<file path="src/rtl/program_loader_pkg.sv">
// Shared types and default sizes for the program loader.
// Contents: loader FSM state encoding and default geometry of the 16x8 program RAM.
package program_loader_pkg;

  typedef enum logic [1:0] {
    IDLE  = 2'd0,
    LOAD  = 2'd1,
    CHECK = 2'd2,
    DONE  = 2'd3
  } state_t;

  localparam int DEPTH_DEF  = 16;
  localparam int ADDR_W_DEF = 4;
  localparam int DATA_W_DEF = 8;

endpackage

</file>
<file path="src/rtl/program_loader_checksum_acc.sv">
// Running modulo-2**W sum of the image bytes written by the loader.
// Ports:
//   clk, reset_n  clock, asynchronous active-low reset
//   clear         zero the sum (start of a new load)
//   add_en        add data_byte to the sum this cycle
//   data_byte     byte being accepted into the image
//   sum           current running sum
module loader_checksum_acc #(
  parameter int W = 8
) (
  input  logic         clk,
  input  logic         reset_n,
  input  logic         clear,
  input  logic         add_en,
  input  logic [W-1:0] data_byte,
  output logic [W-1:0] sum
);

  always_ff @(posedge clk or negedge reset_n) begin
    if (!reset_n) begin
      sum <= '0;
    end else if (clear) begin
      sum <= '0;
    end else if (add_en) begin
      sum <= sum + data_byte;
    end
  end

endmodule

</file>
<file path="src/rtl/program_loader.sv">
// Program loader: fills the CPU's program RAM from a byte stream.
// Holds the CPU for the whole load, writes DEPTH bytes to addresses
// 0..DEPTH-1, then pulses done for one cycle and releases the CPU.
//
// Optional feature: define PROGRAM_LOADER_CHECKSUM_EN to accept one extra
// check byte after the image; the mod-2**DATA_W sum of image + check byte
// must be zero, otherwise error is raised (sticky until the next start).
//
// Ports:
//   clk, reset_n  clock, asynchronous active-low reset
//   start         begin a load (only looked at in IDLE)
//   in_valid      stream byte present
//   in_data       stream byte
//   in_ready      loader takes a byte this cycle
//   mem_write     registered RAM write strobe
//   mem_addr      registered RAM address
//   mem_data      registered RAM write data
//   cpu_hold      CPU stalled, loader owns the RAM port
//   busy          loader in LOAD or CHECK
//   done          one-cycle end-of-load pulse
//   error         checksum mismatch (always 0 without the checksum feature)
//   dbg_state     current FSM state, for observation only
//
// Handshake: a byte transfers on a rising edge where in_valid and in_ready
// are both 1. in_ready depends only on the FSM state, never on in_valid, so
// the source may hold in_valid/in_data until it sees the transfer.
module program_loader
  import program_loader_pkg::*;
#(
  parameter int ADDR_W = ADDR_W_DEF,
  parameter int DATA_W = DATA_W_DEF,
  parameter int DEPTH  = DEPTH_DEF
) (
  input  logic              clk,
  input  logic              reset_n,
  input  logic              start,
  input  logic              in_valid,
  input  logic [DATA_W-1:0] in_data,
  output logic              in_ready,
  output logic              mem_write,
  output logic [ADDR_W-1:0] mem_addr,
  output logic [DATA_W-1:0] mem_data,
  output logic              cpu_hold,
  output logic              busy,
  output logic              done,
  output logic              error,
  output logic [1:0]        dbg_state
);

  state_t            state;
  state_t            state_nxt;
  logic [ADDR_W-1:0] count;
  logic              start_load;
  logic              load_accept;
  logic              last_word;

  assign start_load  = (state == IDLE) && start;
  assign load_accept = (state == LOAD) && in_valid;
  assign last_word   = (count == ADDR_W'(DEPTH - 1));
  assign dbg_state   = state;

  always_comb begin
    state_nxt = state;
    in_ready  = 1'b0;
    cpu_hold  = 1'b0;
    busy      = 1'b0;
    done      = 1'b0;
    case (state)
      IDLE: begin
        if (start) state_nxt = LOAD;
      end
      LOAD: begin
        in_ready = 1'b1;
        cpu_hold = 1'b1;
        busy     = 1'b1;
        if (in_valid && last_word) begin
`ifdef PROGRAM_LOADER_CHECKSUM_EN
          state_nxt = CHECK;
`else
          state_nxt = DONE;
`endif
        end
      end
      CHECK: begin
        in_ready = 1'b1;
        cpu_hold = 1'b1;
        busy     = 1'b1;
        if (in_valid) state_nxt = DONE;
      end
      DONE: begin
        // Hold stays up here: the final image byte is on the RAM port this cycle.
        cpu_hold  = 1'b1;
        done      = 1'b1;
        state_nxt = IDLE;
      end
      default: state_nxt = IDLE;
    endcase
  end

  always_ff @(posedge clk or negedge reset_n) begin
    if (!reset_n) begin
      state     <= IDLE;
      count     <= '0;
      mem_write <= 1'b0;
      mem_addr  <= '0;
      mem_data  <= '0;
    end else begin
      state     <= state_nxt;
      mem_write <= load_accept;
      if (start_load) begin
        count <= '0;
      end
      // Address/data only move on an accept, so after a full image they rest
      // at the last word; count has already wrapped to 0 for the next load.
      if (load_accept) begin
        mem_addr <= count;
        mem_data <= in_data;
        count    <= count + ADDR_W'(1);
      end
    end
  end

`ifdef PROGRAM_LOADER_CHECKSUM_EN
  logic [DATA_W-1:0] sum;
  logic [DATA_W-1:0] total;
  logic              check_accept;

  assign check_accept = (state == CHECK) && in_valid;
  assign total        = sum + in_data;

  loader_checksum_acc #(.W(DATA_W)) u_checksum_acc (
    .clk       (clk),
    .reset_n   (reset_n),
    .clear     (start_load),
    .add_en    (load_accept),
    .data_byte (in_data),
    .sum       (sum)
  );

  always_ff @(posedge clk or negedge reset_n) begin
    if (!reset_n) begin
      error <= 1'b0;
    end else if (start_load) begin
      error <= 1'b0;
    end else if (check_accept) begin
      error <= (total != '0);
    end
  end
`else
  assign error = 1'b0;
`endif

endmodule

</file>
<file path="config.mk">
export PLATFORM = sky130hd
export DESIGN_NAME = program_loader
export DESIGN_NICKNAME = d
export VERILOG_FILES = /design/src/rtl/program_loader_pkg.sv /design/src/rtl/program_loader_checksum_acc.sv /design/src/rtl/program_loader.sv
export SDC_FILE = /design/constraint.sdc
export NUM_CORES = 1
export LEC_CHECK = 0
export BUFFER_PORTS_ARGS = -buffer_cell sky130_fd_sc_hd__buf_4
export CORE_MARGIN = 8
export CORE_UTILIZATION = 30
export CTS_CLUSTER_SIZE = 40
export DETAILED_ROUTE_END_ITERATION = 6
export HOLD_SLACK_MARGIN = 0.1
export SYNTH_ARGS = -nofsm -noshare
export SYNTH_HDL_FRONTEND = slang
export SYNTH_SLANG_ARGS = --single-unit
</file>
<file path="constraint.sdc">
create_clock -name clk -period 1.77 [get_ports clk]
set_input_delay 0.177 -clock clk [delete_from_list [all_inputs] [get_ports clk]]
set_output_delay 0.177 -clock clk [all_outputs]
set_load 0.05 [all_outputs]
</file>
==> results of run 1 <==
## placed cells by master (no fill, tap or decap), types with 2 or more instances in the layout
master,count
a22o_1,2
buf_4,30
clkbuf_4,3
dfrtp_1,17
dfrtp_2,2
dlygate4sd3_1,9
ha_1,6
inv_1,5
mux2_2,11
nand3_1,2
## worst min-delay path, delay by kind of cell
| family | cells | cell delay (ns) |
|---|---|---|
| buffers and inverters | 1 | 0.10 |
| and+or+nand+nor | 1 | 0.16 |
| AOI/OAI and AO/OA | 1 | 0.08 |
## layer usage
layer | track usage [%] | up-vias | share of wire, %
li1 | - | 298 | -
met2 | 11.9 | 30 | 42
met1 | 9.08 | 297 | 48
met4 | 0.670 | 0 | 0
met3 | 5.15 | 0 | 10
met5 | 0 | - | 0
## cell type report
class	instances	area (um2)
fillers	261	1540
repair buffers	39	315
clock inverters	1	5.00
flip-flops and latches	19	478
well taps	31	38.8
multi-input cells	36	343
inverters	5	18.8
clock buffers	3	22.5
## cells in the mapped netlist
cell / n
buf_4: 2
a22o_1: 2
a21o_1: 1
mux2_1: 1
and3_1: 1
nor3_1: 1
o21bai_1: 1
nand2_2: 1
a221oi_2: 1
mux2_2: 11
o21ai_0: 1
ha_1: 6
and2b_1: 1
nand2_1: 1
a221o_1: 1
mux2i_1: 1
dfrtp_1: 19
buf_6: 1
nand3_1: 2
o21ba_1: 1
a22oi_1: 1
inv_1: 5
conb_1: 1
## through the flow
| step | util [%] | instances | hold slack [ns] | worst slack, ns |
|---|---|---|---|---|
| finish | 44.3 | 134 | 0.253 | 0.125 |
| global route | 44.3 | 134 | 0.247 | 0.0239 |
| CTS | 43.9 | 133 | 0.103 | 0.0942 |
| detailed placement | 40.0 | 121 | 0.0671 | 0.105 |
| global placement | 40.0 | 121 | 0.0640 | 0.170 |
| floorplan | - | 63 | -0.119 | 0.0180 |
## how the worst max path moves through the flow
stage                               to  slack [ns]  cells after the start
after global placement    dbg_state[1]        0.17                      5
after global routing      dbg_state[1]        0.02                      5
after floorplan           dbg_state[1]        0.02                      5
after detailed placement  dbg_state[1]        0.11                      5
final                     dbg_state[1]        0.13                      5
after CTS                 dbg_state[1]        0.09                      5
## cell families after synthesis
group           synth area share, %
flops                          55.1
mux                            16.8
compound gates                 9.28
buf+inv                        5.22
simple gates                   4.49
fa+ha+maj                      8.70
other cells                   0.434
## state kept, by name, summed over array words and instances (netlist names)
| signal | count |
|---|---|
| dbg_state | 2 |
| mem_data | 8 |
| mem_addr | 4 |
| mem_write | 1 |
| count | 4 |
==> impl_metrics.yaml, run 1 <==
run_status:
  status: "finished, final reports clean"
clock_network:
  clk_pin_slew_worst_paths_ns: 0.11
  tritoncts: "done"
  cts_buffers: 3
  cts_sinks: 19
  worstSkewPairLatency_ns: 0.30
  htreeDepth: 1
  cts-root-buf: "clkbuf_4"
  cts_buffer_depth: 2
  post_cts_resized: 0
  post_cts_buffers: 0
  hold_buffers: 8
synth:
  syn_avg_cell_area_um2: 13.7
  synth_warnings: 0
  synth-seq-cells: 19
  synth_top_area_share_pct: 55.1
  syn_area_um2: 863
  synth_largest_area_cell: "dfrtp_1"
  synth.net_count: 81
  synth_cell_types: 23
  yosysSeqAreaShare_pct: 55.1
  ys_top_cells_by_area: "dfrtp_1 (55%), mux2_2 (14%), ha_1 (8.7%), inv_1 (2.2%), a22o_1 (2.0%)"
  syn-instance-count: 63
flow_run:
  cap_violations: 0
finish:
  antenna_cells: 0
  drive_above_1_share_pct: 47.6
  area.growth.synth_to_final_pct: 41.4
  layout.nets: 122
  fin_area_mm2: 0.00122
worst_setup_path:
  crit_type: "flip-flop to flip-flop"
  cp-startpoint: "dbg_state[1]"
  crit_required_ns: 1.96
  reg2reg_from: "dbg_state[1]"
  cp_slowest_stage_delay_ns: 0.43
  arrival_ns: 1.84
  end_kind: "flip-flop"
  start_kind: "flip-flop"
  crit_chain: "inv_1 -> ha_1 -> o21ba_1 -> a221oi_2 -> mux2_1"
  r2r_slack_ns: 0.13
  cp_slowest_cell: "dfrtp_2"
  cp_max_fo: 6
  reg2reg_to: "dbg_state[1]"
  crit_family: "compound AO/OA/AOI/OAI gates"
  r2r_cells: 5
  critical_path_buf_inv_count: 1
die:
  row_count: 19
  die_y_um: 69.6
  dieArea_mm2: 0.00485
  pin_count: 32
  start_util_pct: 31.3
  core_area_mm2: 0.00276
  die_x_um: 69.6
routing:
  drcViolationCount: 0
  drt_iter0_drc: 13
  drtAntennaViolNets: 0
  via_per_inst: 4.66
  routed_wl_mm: 1.81
  via_count: 625
  routedWlPerCell_um: 13.5
  firstDrtPassIters: 4
sta:
  setup_tns_ns: 0
  setup_viol: 0
  finalHoldViolations: 0
  finalCritPeriodShare_pct: 92.9
  post-route-min-period_ns: 1.64
  rsz0062_at_grt: "no"
  maxSlewViolCount: 0
  final.setup_skew_ns: 0.00460
  max_clock_freq_mhz: 608
grt:
  grt_max_degree: 20
  grt_usage_pct: 7.73
  grt_pass1_wl_mm: 3.19
  antenna_found_initial: 0
  first_global_vias: 684
  grt_overflow: 0
placed_design:
  place_area_mm2: 0.00110
  place_congestion: 0.649
  hpwl_mm: 1.37
  port_buffers: 30
hold_path:
  min_to: "mem_addr[3]"
  worstHoldStart: "in_valid"
  hold_depth: 3
  hold_class: "input pin to flip-flop"
Power of run 1 is not shown: default switching activity piles up to over one toggle a cycle in this logic, so the estimate is an artifact.
==> run 2, diff against run 1 <==
--- a/config.mk
+++ b/config.mk
@@ -5,12 +5,16 @@
 export SDC_FILE = /design/constraint.sdc
 export NUM_CORES = 1
 export LEC_CHECK = 0
+export ABC_CLOCK_PERIOD_IN_PS = 1770
 export BUFFER_PORTS_ARGS = -buffer_cell sky130_fd_sc_hd__buf_4
+export CELL_PAD_IN_SITES_DETAIL_PLACEMENT = 1
+export CELL_PAD_IN_SITES_GLOBAL_PLACEMENT = 1
 export CORE_MARGIN = 8
 export CORE_UTILIZATION = 30
 export CTS_CLUSTER_SIZE = 40
 export DETAILED_ROUTE_END_ITERATION = 6
 export HOLD_SLACK_MARGIN = 0.1
+export PLACE_DENSITY_LB_ADDON = 0.1
 export SYNTH_ARGS = -nofsm -noshare
 export SYNTH_HDL_FRONTEND = slang
 export SYNTH_SLANG_ARGS = --single-unit
==> impl_metrics.yaml, run 2 (synthesized netlist as in run 1, its figures left out) <==
die:
  dieArea_mm2: 0.00485
  die_y_um: 69.6
  die_x_um: 69.6
  core_area_mm2: 0.00276
  start_util_pct: 31.3
  row_count: 19
  pin_count: 32
placed_design:
  hpwl_mm: 1.44
  place_congestion: 0.691
  port_buffers: 30
clock_network:
  tritoncts: "done"
  cts_buffer_depth: 2
  cts_buffers: 3
  clk_pin_slew_worst_paths_ns: 0.11
  cts_sinks: 19
  worstSkewPairLatency_ns: 0.30
  cts-root-buf: "clkbuf_4"
  htreeDepth: 1
routing:
  routed.top_layer: "met4"
  drcViolationCount: 0
  routedWlPerCell_um: 14.8
  via_per_inst: 4.66
  drtAntennaViolNets: 0
  wl_met1_um: 828
  route.met3.wl_um: 174
  via_count: 625
  firstDrtPassIters: 2
  wl_met2_um: 959
  routed_wl_mm: 1.98
  drt_iter0_drc: 23
finish:
  largest_reg_flops: 8
  layout.nets: 122
  top_register: "mem_data"
  drive_above_1_share_pct: 47.6
  antenna_cells: 0
  final_common_cell: "buf_4"
  reg_top3: "mem_data: 8 flops, count: 4 flops, mem_addr: 4 flops"
  area.growth.synth_to_final_pct: 41.4
  fillers: 294
  layout_common_cells: "buf_4 (30), dfrtp_1 (17), mux2_2 (11), dlygate4sd3_1 (9), ha_1 (6)"
sta:
  setup_tns_ns: 0
  max_clock_freq_mhz: 601
  maxSlewViolCount: 0
  finalHoldViolations: 0
  post-route-min-period_ns: 1.66
  final.setup_skew_ns: 0.00414
  finalCritPeriodShare_pct: 94.0
  setup_viol: 0
  rsz0062_at_grt: "no"
grt:
  grt_pass1_wl_mm: 3.44
  first_global_vias: 745
  antenna_found_initial: 0
  grt_overflow: 0
  grt_usage_pct: 8.59
  grt_max_degree: 20
hold_path:
  worstHoldStart: "in_valid"
  hold_class: "input pin to flip-flop"
worst_setup_path:
  cp-startpoint: "dbg_state[1]"
  reg2reg_from: "dbg_state[1]"
  end_kind: "flip-flop"
  cp_max_fo: 6
  arrival_ns: 1.85
  crit_type: "flip-flop to flip-flop"
  start_kind: "flip-flop"
  crit_required_ns: 1.96
run_status:
  status: "finished, final reports clean"
flow_run:
  cap_violations: 0
run 2: final cells by class:
type | count | area, um2 | area share [%]
clock buffer | 3 | 22.5 | 1.84
clock inverter | 1 | 5.00 | 0.410
inverter | 5 | 18.8 | 1.54
multi-input combinational | 36 | 343 | 28.1
sequential | 19 | 478 | 39.1
tap | 31 | 38.8 | 3.18
timing repair buffer | 39 | 315 | 25.8
run 2: worst paths after layout:
check                           slack, ns  cells past startpoint      endpoint
worst max register to register       0.11                      5  dbg_state[1]
max in group asynchronous            1.27                      2  dbg_state[0]
worst max-delay path                 0.11                      5  dbg_state[1]
min in group asynchronous            0.28                      2   mem_addr[1]
worst min register to register       0.50                      1   mem_addr[3]
worst min-delay path                 0.26                      3   mem_addr[3]
run 2: repair_timing:
item,4_1_cts,5_1_grt
hold buffers,9,0
gates resized for setup,0,0
hold endpoints to repair,27,0
endpoints found under the setup margin,0,0
setup buffers,0,0
run 2: worst max-delay path, cell delays in order (launching register included):
cell	delay, ns
dfrtp_2	0.43
inv_1	0.09
ha_1	0.25
o21ba_1	0.19
a221oi_2	0.24
mux2_1	0.35
run 2: per-stage QoR:
step                      setup WS [ns]  util, %  instance area, um2  hold WS, ns  cells
after global routing           0.000908     44.3                1220        0.248    134
after floorplan                  0.0180        -                 866       -0.119     63
after global placement            0.172     40.0                1100       0.0700    121
final                             0.105     44.3                1220        0.258    134
after CTS                        0.0858     44.3                1220        0.240    134
after detailed placement          0.105     40.0                1100       0.0692    121
run 2: layer usage:
metal	vias to the layer above	track usage, %
met2	22	14.0
met4	0	3.35
met5	-	0
met1	303	8.86
met3	2	5.01
li1	298	-
Power of run 2 is left out for the same reason.
